File: src/rtl/match_pkg.sv
// Shared types and constants for the match controller: FSM states, winner codes
// and the win-condition helper used on the freshly updated scores.
package match_pkg;

    localparam int SCORE_W = 7;
    localparam logic [SCORE_W-1:0] SCORE_MAX = 7'd99;

    typedef enum logic {
        PLAY = 1'b0,
        WIN  = 1'b1
    } state_e;

    typedef enum logic [1:0] {
        WIN_NONE = 2'b00,
        WIN_P1   = 2'b01,
        WIN_P2   = 2'b10
    } winner_e;

    // True when 'own' has won against 'other': the hard cap, or the target with a 2-point lead.
    function automatic logic is_win(input logic [SCORE_W-1:0] own,
                                    input logic [SCORE_W-1:0] other,
                                    input logic [SCORE_W-1:0] win_points);
        logic [7:0] diff;
        diff = {1'b0, own} - {1'b0, other};
        return (own == SCORE_MAX) ||
               ((own >= win_points) && (own > other) && (diff >= 8'd2));
    endfunction

endpackage

File: src/rtl/btn_debounce.sv
// Button conditioner: two-flop synchronizer, stability counter, accepted level
// and a one-cycle pulse on each accepted rising edge.
module btn_debounce #(
    parameter int DEBOUNCE_MS = 20
) (
    input  logic clk,
    input  logic rst_n,
    input  logic btn_i,
    output logic rise_o
);

    localparam int CNT_W = (DEBOUNCE_MS > 1) ? $clog2(DEBOUNCE_MS) : 1;
    localparam logic [CNT_W-1:0] CNT_LAST = CNT_W'(DEBOUNCE_MS - 1);

    logic             sync1_q, sync2_q;
    logic             level_q, level_d;
    logic             rise_q, rise_d;
    logic [CNT_W-1:0] cnt_q, cnt_d;

    // NOTE: two flops before any use of the raw button; the first one may go metastable.
    always_ff @(posedge clk or negedge rst_n) begin
        if (!rst_n) begin
            sync1_q <= 1'b0;
            sync2_q <= 1'b0;
            level_q <= 1'b0;
            rise_q  <= 1'b0;
            cnt_q   <= '0;
        end else begin
            // NOTE: non-blocking assignments keep every flop sampling pre-edge values.
            sync1_q <= btn_i;
            sync2_q <= sync1_q;
            level_q <= level_d;
            rise_q  <= rise_d;
            cnt_q   <= cnt_d;
        end
    end

    always_comb begin
        // NOTE: every output gets a default first so no path infers a latch.
        level_d = level_q;
        rise_d  = 1'b0;
        cnt_d   = '0;
        if (sync2_q != level_q) begin
            if (cnt_q == CNT_LAST) begin
                level_d = sync2_q;
                rise_d  = sync2_q;
            end else begin
                cnt_d = cnt_q + CNT_W'(1);
            end
        end
    end

    assign rise_o = rise_q;

endmodule

File: src/rtl/match_ctrl.sv
// Game controller: debounced point events, tie arbitration with one pending
// point, score/serve bookkeeping and the PLAY/WIN sequencing with winner blink.
module match_ctrl
    import match_pkg::*;
#(
    parameter int WIN_POINTS  = 11,
    parameter int DEBOUNCE_MS = 20,
    parameter int WIN_HOLD_MS = 5000,
    parameter int BLINK_MS    = 250
) (
    input  logic               clk,
    input  logic               rst_n,
    input  logic               p1_btn_i,
    input  logic               p2_btn_i,
    output logic [SCORE_W-1:0] score_p1_o,
    output logic [SCORE_W-1:0] score_p2_o,
    output logic               serve_o,
    output logic [1:0]         winner_o,
    output logic               blank_o
);

    localparam int HOLD_W  = $clog2(WIN_HOLD_MS);
    localparam int BLINK_W = $clog2(BLINK_MS);
    localparam logic [HOLD_W-1:0]  HOLD_LAST  = HOLD_W'(WIN_HOLD_MS - 1);
    localparam logic [BLINK_W-1:0] BLINK_LAST = BLINK_W'(BLINK_MS - 1);
    localparam logic [SCORE_W-1:0] WIN_PTS    = SCORE_W'(WIN_POINTS);
    localparam logic [SCORE_W-1:0] DEUCE_PTS  = SCORE_W'(WIN_POINTS - 1);

    logic ev1, ev2;

    btn_debounce #(.DEBOUNCE_MS(DEBOUNCE_MS)) u_deb_p1 (
        .clk    (clk),
        .rst_n  (rst_n),
        .btn_i  (p1_btn_i),
        .rise_o (ev1)
    );

    btn_debounce #(.DEBOUNCE_MS(DEBOUNCE_MS)) u_deb_p2 (
        .clk    (clk),
        .rst_n  (rst_n),
        .btn_i  (p2_btn_i),
        .rise_o (ev2)
    );

    state_e               state_q, state_d;
    winner_e              winner_q, winner_d;
    logic [SCORE_W-1:0]   score1_q, score1_d, score2_q, score2_d;
    logic [SCORE_W-1:0]   s1_new, s2_new;
    logic                 serve_q, serve_d, first_serve_q, first_serve_d;
    logic                 parity_q, parity_d;
    logic                 blank_q, blank_d;
    logic                 pend_q, pend_d, pend_p2_q, pend_p2_d;
    logic                 last_p2_q, last_p2_d;
    logic [HOLD_W-1:0]    hold_q, hold_d;
    logic [BLINK_W-1:0]   blink_q, blink_d;
    logic                 add1, add2;

    always_ff @(posedge clk or negedge rst_n) begin
        if (!rst_n) state_q <= PLAY;
        else        state_q <= state_d;
    end

    always_ff @(posedge clk or negedge rst_n) begin
        if (!rst_n) begin
            winner_q      <= WIN_NONE;
            score1_q      <= '0;
            score2_q      <= '0;
            serve_q       <= 1'b0;
            first_serve_q <= 1'b0;
            parity_q      <= 1'b0;
            blank_q       <= 1'b0;
            pend_q        <= 1'b0;
            pend_p2_q     <= 1'b0;
            last_p2_q     <= 1'b1;
            hold_q        <= '0;
            blink_q       <= '0;
        end else begin
            winner_q      <= winner_d;
            score1_q      <= score1_d;
            score2_q      <= score2_d;
            serve_q       <= serve_d;
            first_serve_q <= first_serve_d;
            parity_q      <= parity_d;
            blank_q       <= blank_d;
            pend_q        <= pend_d;
            pend_p2_q     <= pend_p2_d;
            last_p2_q     <= last_p2_d;
            hold_q        <= hold_d;
            blink_q       <= blink_d;
        end
    end

    always_comb begin
        state_d       = state_q;
        winner_d      = winner_q;
        score1_d      = score1_q;
        score2_d      = score2_q;
        serve_d       = serve_q;
        first_serve_d = first_serve_q;
        parity_d      = parity_q;
        blank_d       = blank_q;
        pend_d        = pend_q;
        pend_p2_d     = pend_p2_q;
        last_p2_d     = last_p2_q;
        hold_d        = '0;
        blink_d       = '0;
        add1          = 1'b0;
        add2          = 1'b0;

        // The deferred point is not a fresh grant, so last-grant keeps the tie winner
        // and back-to-back ties alternate.
        if (state_q == PLAY) begin
            if (pend_q) begin
                add1      = !pend_p2_q;
                add2      = pend_p2_q;
                pend_d    = pend_p2_q ? ev1 : ev2;
                pend_p2_d = !pend_p2_q;
            end else if (ev1 && ev2) begin
                add1      = last_p2_q;
                add2      = !last_p2_q;
                pend_d    = 1'b1;
                pend_p2_d = last_p2_q;
                last_p2_d = !last_p2_q;
            end else if (ev1) begin
                add1      = 1'b1;
                last_p2_d = 1'b0;
            end else if (ev2) begin
                add2      = 1'b1;
                last_p2_d = 1'b1;
            end
        end

        s1_new = score1_q + SCORE_W'(add1 && (score1_q != SCORE_MAX));
        s2_new = score2_q + SCORE_W'(add2 && (score2_q != SCORE_MAX));

        if (state_q == PLAY) begin
            if (add1 || add2) begin
                score1_d = s1_new;
                score2_d = s2_new;
                parity_d = !parity_q;
                if (parity_q || ((s1_new >= DEUCE_PTS) && (s2_new >= DEUCE_PTS)))
                    serve_d = !serve_q;
                if (is_win(s1_new, s2_new, WIN_PTS)) begin
                    winner_d = WIN_P1;
                    state_d  = WIN;
                    pend_d   = 1'b0;
                end else if (is_win(s2_new, s1_new, WIN_PTS)) begin
                    winner_d = WIN_P2;
                    state_d  = WIN;
                    pend_d   = 1'b0;
                end
            end
        end else begin
            pend_d = 1'b0;
            hold_d = hold_q + HOLD_W'(1);
            if (blink_q == BLINK_LAST) begin
                blank_d = !blank_q;
            end else begin
                blink_d = blink_q + BLINK_W'(1);
            end
            if (hold_q == HOLD_LAST) begin
                state_d       = PLAY;
                winner_d      = WIN_NONE;
                score1_d      = '0;
                score2_d      = '0;
                blank_d       = 1'b0;
                parity_d      = 1'b0;
                serve_d       = !first_serve_q;
                first_serve_d = !first_serve_q;
                hold_d        = '0;
                blink_d       = '0;
            end
        end
    end

    always_comb begin
        score_p1_o = score1_q;
        score_p2_o = score2_q;
        serve_o    = serve_q;
        winner_o   = winner_q;
        blank_o    = blank_q;
    end

endmodule
File: config.mk
export PLATFORM = sky130hd
export DESIGN_NAME = match_ctrl
export DESIGN_NICKNAME = d
export VERILOG_FILES = /design/src/rtl/match_pkg.sv /design/src/rtl/btn_debounce.sv /design/src/rtl/match_ctrl.sv
export SDC_FILE = /design/constraint.sdc
export NUM_CORES = 1
export LEC_CHECK = 0
export CORE_MARGIN = 3
export CORE_UTILIZATION = 47
export DETAILED_ROUTE_END_ITERATION = 8
export HOLD_SLACK_MARGIN = 0.12
export PLACE_DENSITY = 0.65
export SYNTH_ARGS = -nofsm -noshare
export SYNTH_HDL_FRONTEND = slang
export SYNTH_SLANG_ARGS = --single-unit
File: constraint.sdc
create_clock -name clk -period 6.4 [get_ports clk]
set_input_delay 1.28 -clock clk [delete_from_list [all_inputs] [get_ports clk]]
set_output_delay 1.28 -clock clk [all_outputs]
set_load 0.03 [all_outputs]
==> impl_metrics.env <==
export IMPL_core_area_um2=7770
export IMPL_dieArea_um2=9180
export IMPL_clockBufferDepth=2
export IMPL_intPower_w=0.000598
export IMPL_htreeDepth=3
export IMPL_cpMostUsedCell="ha_1"
export IMPL_pwr_density_cell_nw_per_um2=177
export IMPL_wl_met1_mm=3.93
export IMPL_r2r_slack_ns=1.73
export IMPL_path_clk_slew_ns=0.07
export IMPL_syn_area_um2=3790
export IMPL_combPwrFrac_pct=2.1
export IMPL_ys_ff_latch=63
export IMPL_ctsHoldBuffers=0
export IMPL_cp_start_kind="register"
export IMPL_power_w=0.000764
export IMPL_yosysWarnings=0
export IMPL_wl_per_cell_um=15.0
export IMPL_maxCapViolCount=0
export IMPL_hold_viol=0
export IMPL_yosysTopAreaCell="dfrtp_1"
export IMPL_port_buffers=21
export IMPL_grt_pass1_vias=2947
export IMPL_synth_most_common_cell="dfrtp_1"
export IMPL_insertion_delay_ns=0.33
export IMPL_power_switching_w=0.000166
export IMPL_drc=0
export IMPL_grt_max_degree=64
export IMPL_grt_util_all_layers_pct=19.7
export IMPL_swShare_pct=21.8
export IMPL_nFillCells=726
export IMPL_slew_violations=0
export IMPL_postSynthCellCount=413
export IMPL_setup_violations=0
export IMPL_gr_total_overflow=0
export IMPL_antenna_found_initial=0
export IMPL_num_vias=3041
export IMPL_drive_gt1_share_pct=8.28
export IMPL_cts_setup_buffers=0
export IMPL_path_max_fanout=7
export IMPL_grt_pass1_wl_mm=14.1
export IMPL_cts_resized_gates=0
export IMPL_ys_seq_area_share_pct=41.6
export IMPL_dp_cells=533
export IMPL_postSynthNetCount=437
export IMPL_outcome="complete, no violations"
export IMPL_ir_drop_mv=0.162
export IMPL_syn_area_per_cell_um2=9.18
export IMPL_cts_buffers=9
export IMPL_wl_met2_mm=3.81
export IMPL_cts_root_buffer="clkbuf_8"
export IMPL_ys_flop_type="dfrtp_1"
export IMPL_via_per_inst=5.54
export IMPL_cts_tree="done"
export IMPL_drtPass1Iterations=4
export IMPL_ios=22
export IMPL_hpwl_mm=6.00
export IMPL_routed_wl_met3_um=323
export IMPL_final_nets=466
export IMPL_cp_data_required_time_ns=6.63
export IMPL_pwr_share_seq_pct=53.1
export IMPL_clkSinkCount=63
export IMPL_yosys_top_cells_count="dfrtp_1, nor2_1, nand2_1"
export IMPL_rsz0062_at_grt="false"
export IMPL_initial_utilization_pct=48.8
export IMPL_final_cells=549
export IMPL_crit_chain="nor2b_1 -> a21oi_1 -> nor3_1 -> ha_1 -> ha_1 -> nand3_1 -> xnor2_1 -> inv_1 -> ha_1 -> nand2_1 -> mux2i_1 -> a221oi_1 -> o22ai_1 -> a22oi_1 -> o41ai_1 -> nor3_1 -> nor2_1 -> o22a_1"
export IMPL_synth_cell_types=57
export IMPL_finClkSkew_ns=0.00730
export IMPL_path_class="register to register"
export IMPL_synth_top_area_share_pct=40.9
export IMPL_fmax_mhz=214
export IMPL_synthTopCellsByArea="dfrtp_1, ha_1, nor2_1, xor2_1, xnor2_1"
export IMPL_clock_power_share_pct=44.9
export IMPL_min_period_ns=4.67
export IMPL_die_w_um=95.8
export IMPL_worst_pin_slew_ns=0.858
export IMPL_synth_edf_count=0
export IMPL_post_route_period_util_pct=73.0
export IMPL_syn2layout_area_growth_pct=14.0
export IMPL_n_antenna_cell=0
export IMPL_ant_nets=0
export IMPL_slew_headroom_pct=42.8
export IMPL_rows=32
export IMPL_end_kind="register"
export IMPL_hold_path_class="register to register"
export IMPL_gp_congestion=0.965
export IMPL_fin_setup_tns_ns=0
export IMPL_arrival_ns=4.90
export IMPL_highest_layer="met4"
export IMPL_crit_slowest_cell="xnor2_1"
export IMPL_cpPeakStageDelay_ns=0.47
export IMPL_synth_async_reset_ratio_pct=100
export IMPL_drt_initial_drc_count=172
export IMPL_p_leak_nw=1.90
export IMPL_wl_mm=8.25
export IMPL_die_h_um=95.8
-- logic make-up (layout without fill, tap and decap cells) --
| group | Yosys count | after routing | synth area share, % |
|---|---|---|---|
| XOR/XNOR | 45 | 45 | 11.9 |
| AND/OR/NAND/NOR | 177 | 177 | 22.3 |
| AO/OA/AOI/OAI | 79 | 79 | 13.9 |
| adder cells (fa/ha/maj) | 21 | 21 | 6.86 |
| multiplexers | 4 | 4 | 1.12 |
| flip-flops | 63 | 63 | 41.6 |
| buffers and inverters | 24 | 58 | 2.38 |
-- critical path: cells and delay by family, from the launching register on --
kind,cells,cell delay [ns]
compound gates,6,1.07
xor+xnor,1,0.47
fa+ha+maj,3,1.00
buf+inv,1,0.23
flops,1,0.45
mux,1,0.12
simple gates,6,1.22
-- power groups by stage --
stage,registers (W),logic [W],clock network (W)
floorplan,0.000412,0.00000574,0
global placement,0.000413,0.0000166,0
detailed placement,0.000413,0.0000167,0
CTS,0.000405,0.0000169,0.000352
global route,0.000406,0.0000196,0.000370
finish,0.000406,0.0000159,0.000343
-- area by class of cell --
cell class,count,area [um^2],share of cell area [%]
Inverter,18,67.6,1.56
Sequential cell,63,1580,36.5
Tap cell,102,128,2.95
Timing Repair Buffer,24,228,5.27
Multi-Input combinational cell,326,2120,49.1
Clock inverter,5,56.3,1.30
Clock buffer,11,141,3.27
-- worst paths after layout --
check,from,end,cells after the start
setup / recovery,pend_q$_DFF_PN0_,winner_o[1]$_DFFE_PN0P_,18
min in group asynchronous,rst_n,hold_q[11]$_DFF_PN0_,2
max in group asynchronous,rst_n,u_deb_p2.sync2_q$_DFF_PN0_,2
hold reg to reg,u_deb_p1.sync1_q$_DFF_PN0_,u_deb_p1.sync2_q$_DFF_PN0_,0
setup reg to reg,pend_q$_DFF_PN0_,winner_o[1]$_DFFE_PN0P_,18
hold / removal,u_deb_p1.sync1_q$_DFF_PN0_,u_deb_p1.sync2_q$_DFF_PN0_,0
-- per-stage QoR --
stage	setup slack (ns)	hold slack [ns]	utilization [%]	cell area [um^2]
CTS	1.82	0.352	55.7	4320
finish	1.73	0.349	55.7	4320
global route	1.28	0.366	55.7	4320
floorplan	2.45	0.331	-	3790
global placement	1.76	0.332	53.1	4130
detailed placement	1.84	0.337	53.1	4130
-- routing by layer --
layer | GRT usage [%] | up-vias
li1 | - | 1498
met1 | 27.2 | 1469
met2 | 30.4 | 62
met3 | 3.44 | 12
met4 | 8.65 | 0
met5 | 0 | -
-- cells in the final DEF (no fill, tap or decap), types with 3 or more instances in the layout --
master           Yosys  routed
nor2_1              58      58
inv_1               18      18
and2_1               4       4
ha_1                20      20
buf_4                0       3
nand2_1             40      40
xor2_1              20      20
o21ai_0             24      24
o21ai_1              3       3
clkdlybuf4s50_1      0      20
or4_1                3       3
nand2b_1             5       5
nor2b_1              6       6
and3_1               6       6
or3_1                3       3
xor2_2               3       3
a22oi_1              4       4
nor3_1               9       9
xnor2_1             19      19
nor4_1               5       5
nand3_1             24      24
o31ai_1              4       4
dfrtp_1             62      62
clkbuf_8             0      10
nand4_1              3       3
a21oi_1             19      19
-- registers in the layout, indices dropped and copies added, names as in the netlist, 2 cells and up --
| name | count |
|---|---|
| score_p1_o | 7 |
| winner_o | 2 |
| score_p2_o | 7 |
| u_deb_p1.cnt_q | 5 |
| blink_q | 8 |
| hold_q | 13 |
| u_deb_p2.cnt_q | 5 |
Note: power is estimated with default switching activity, not from simulation.
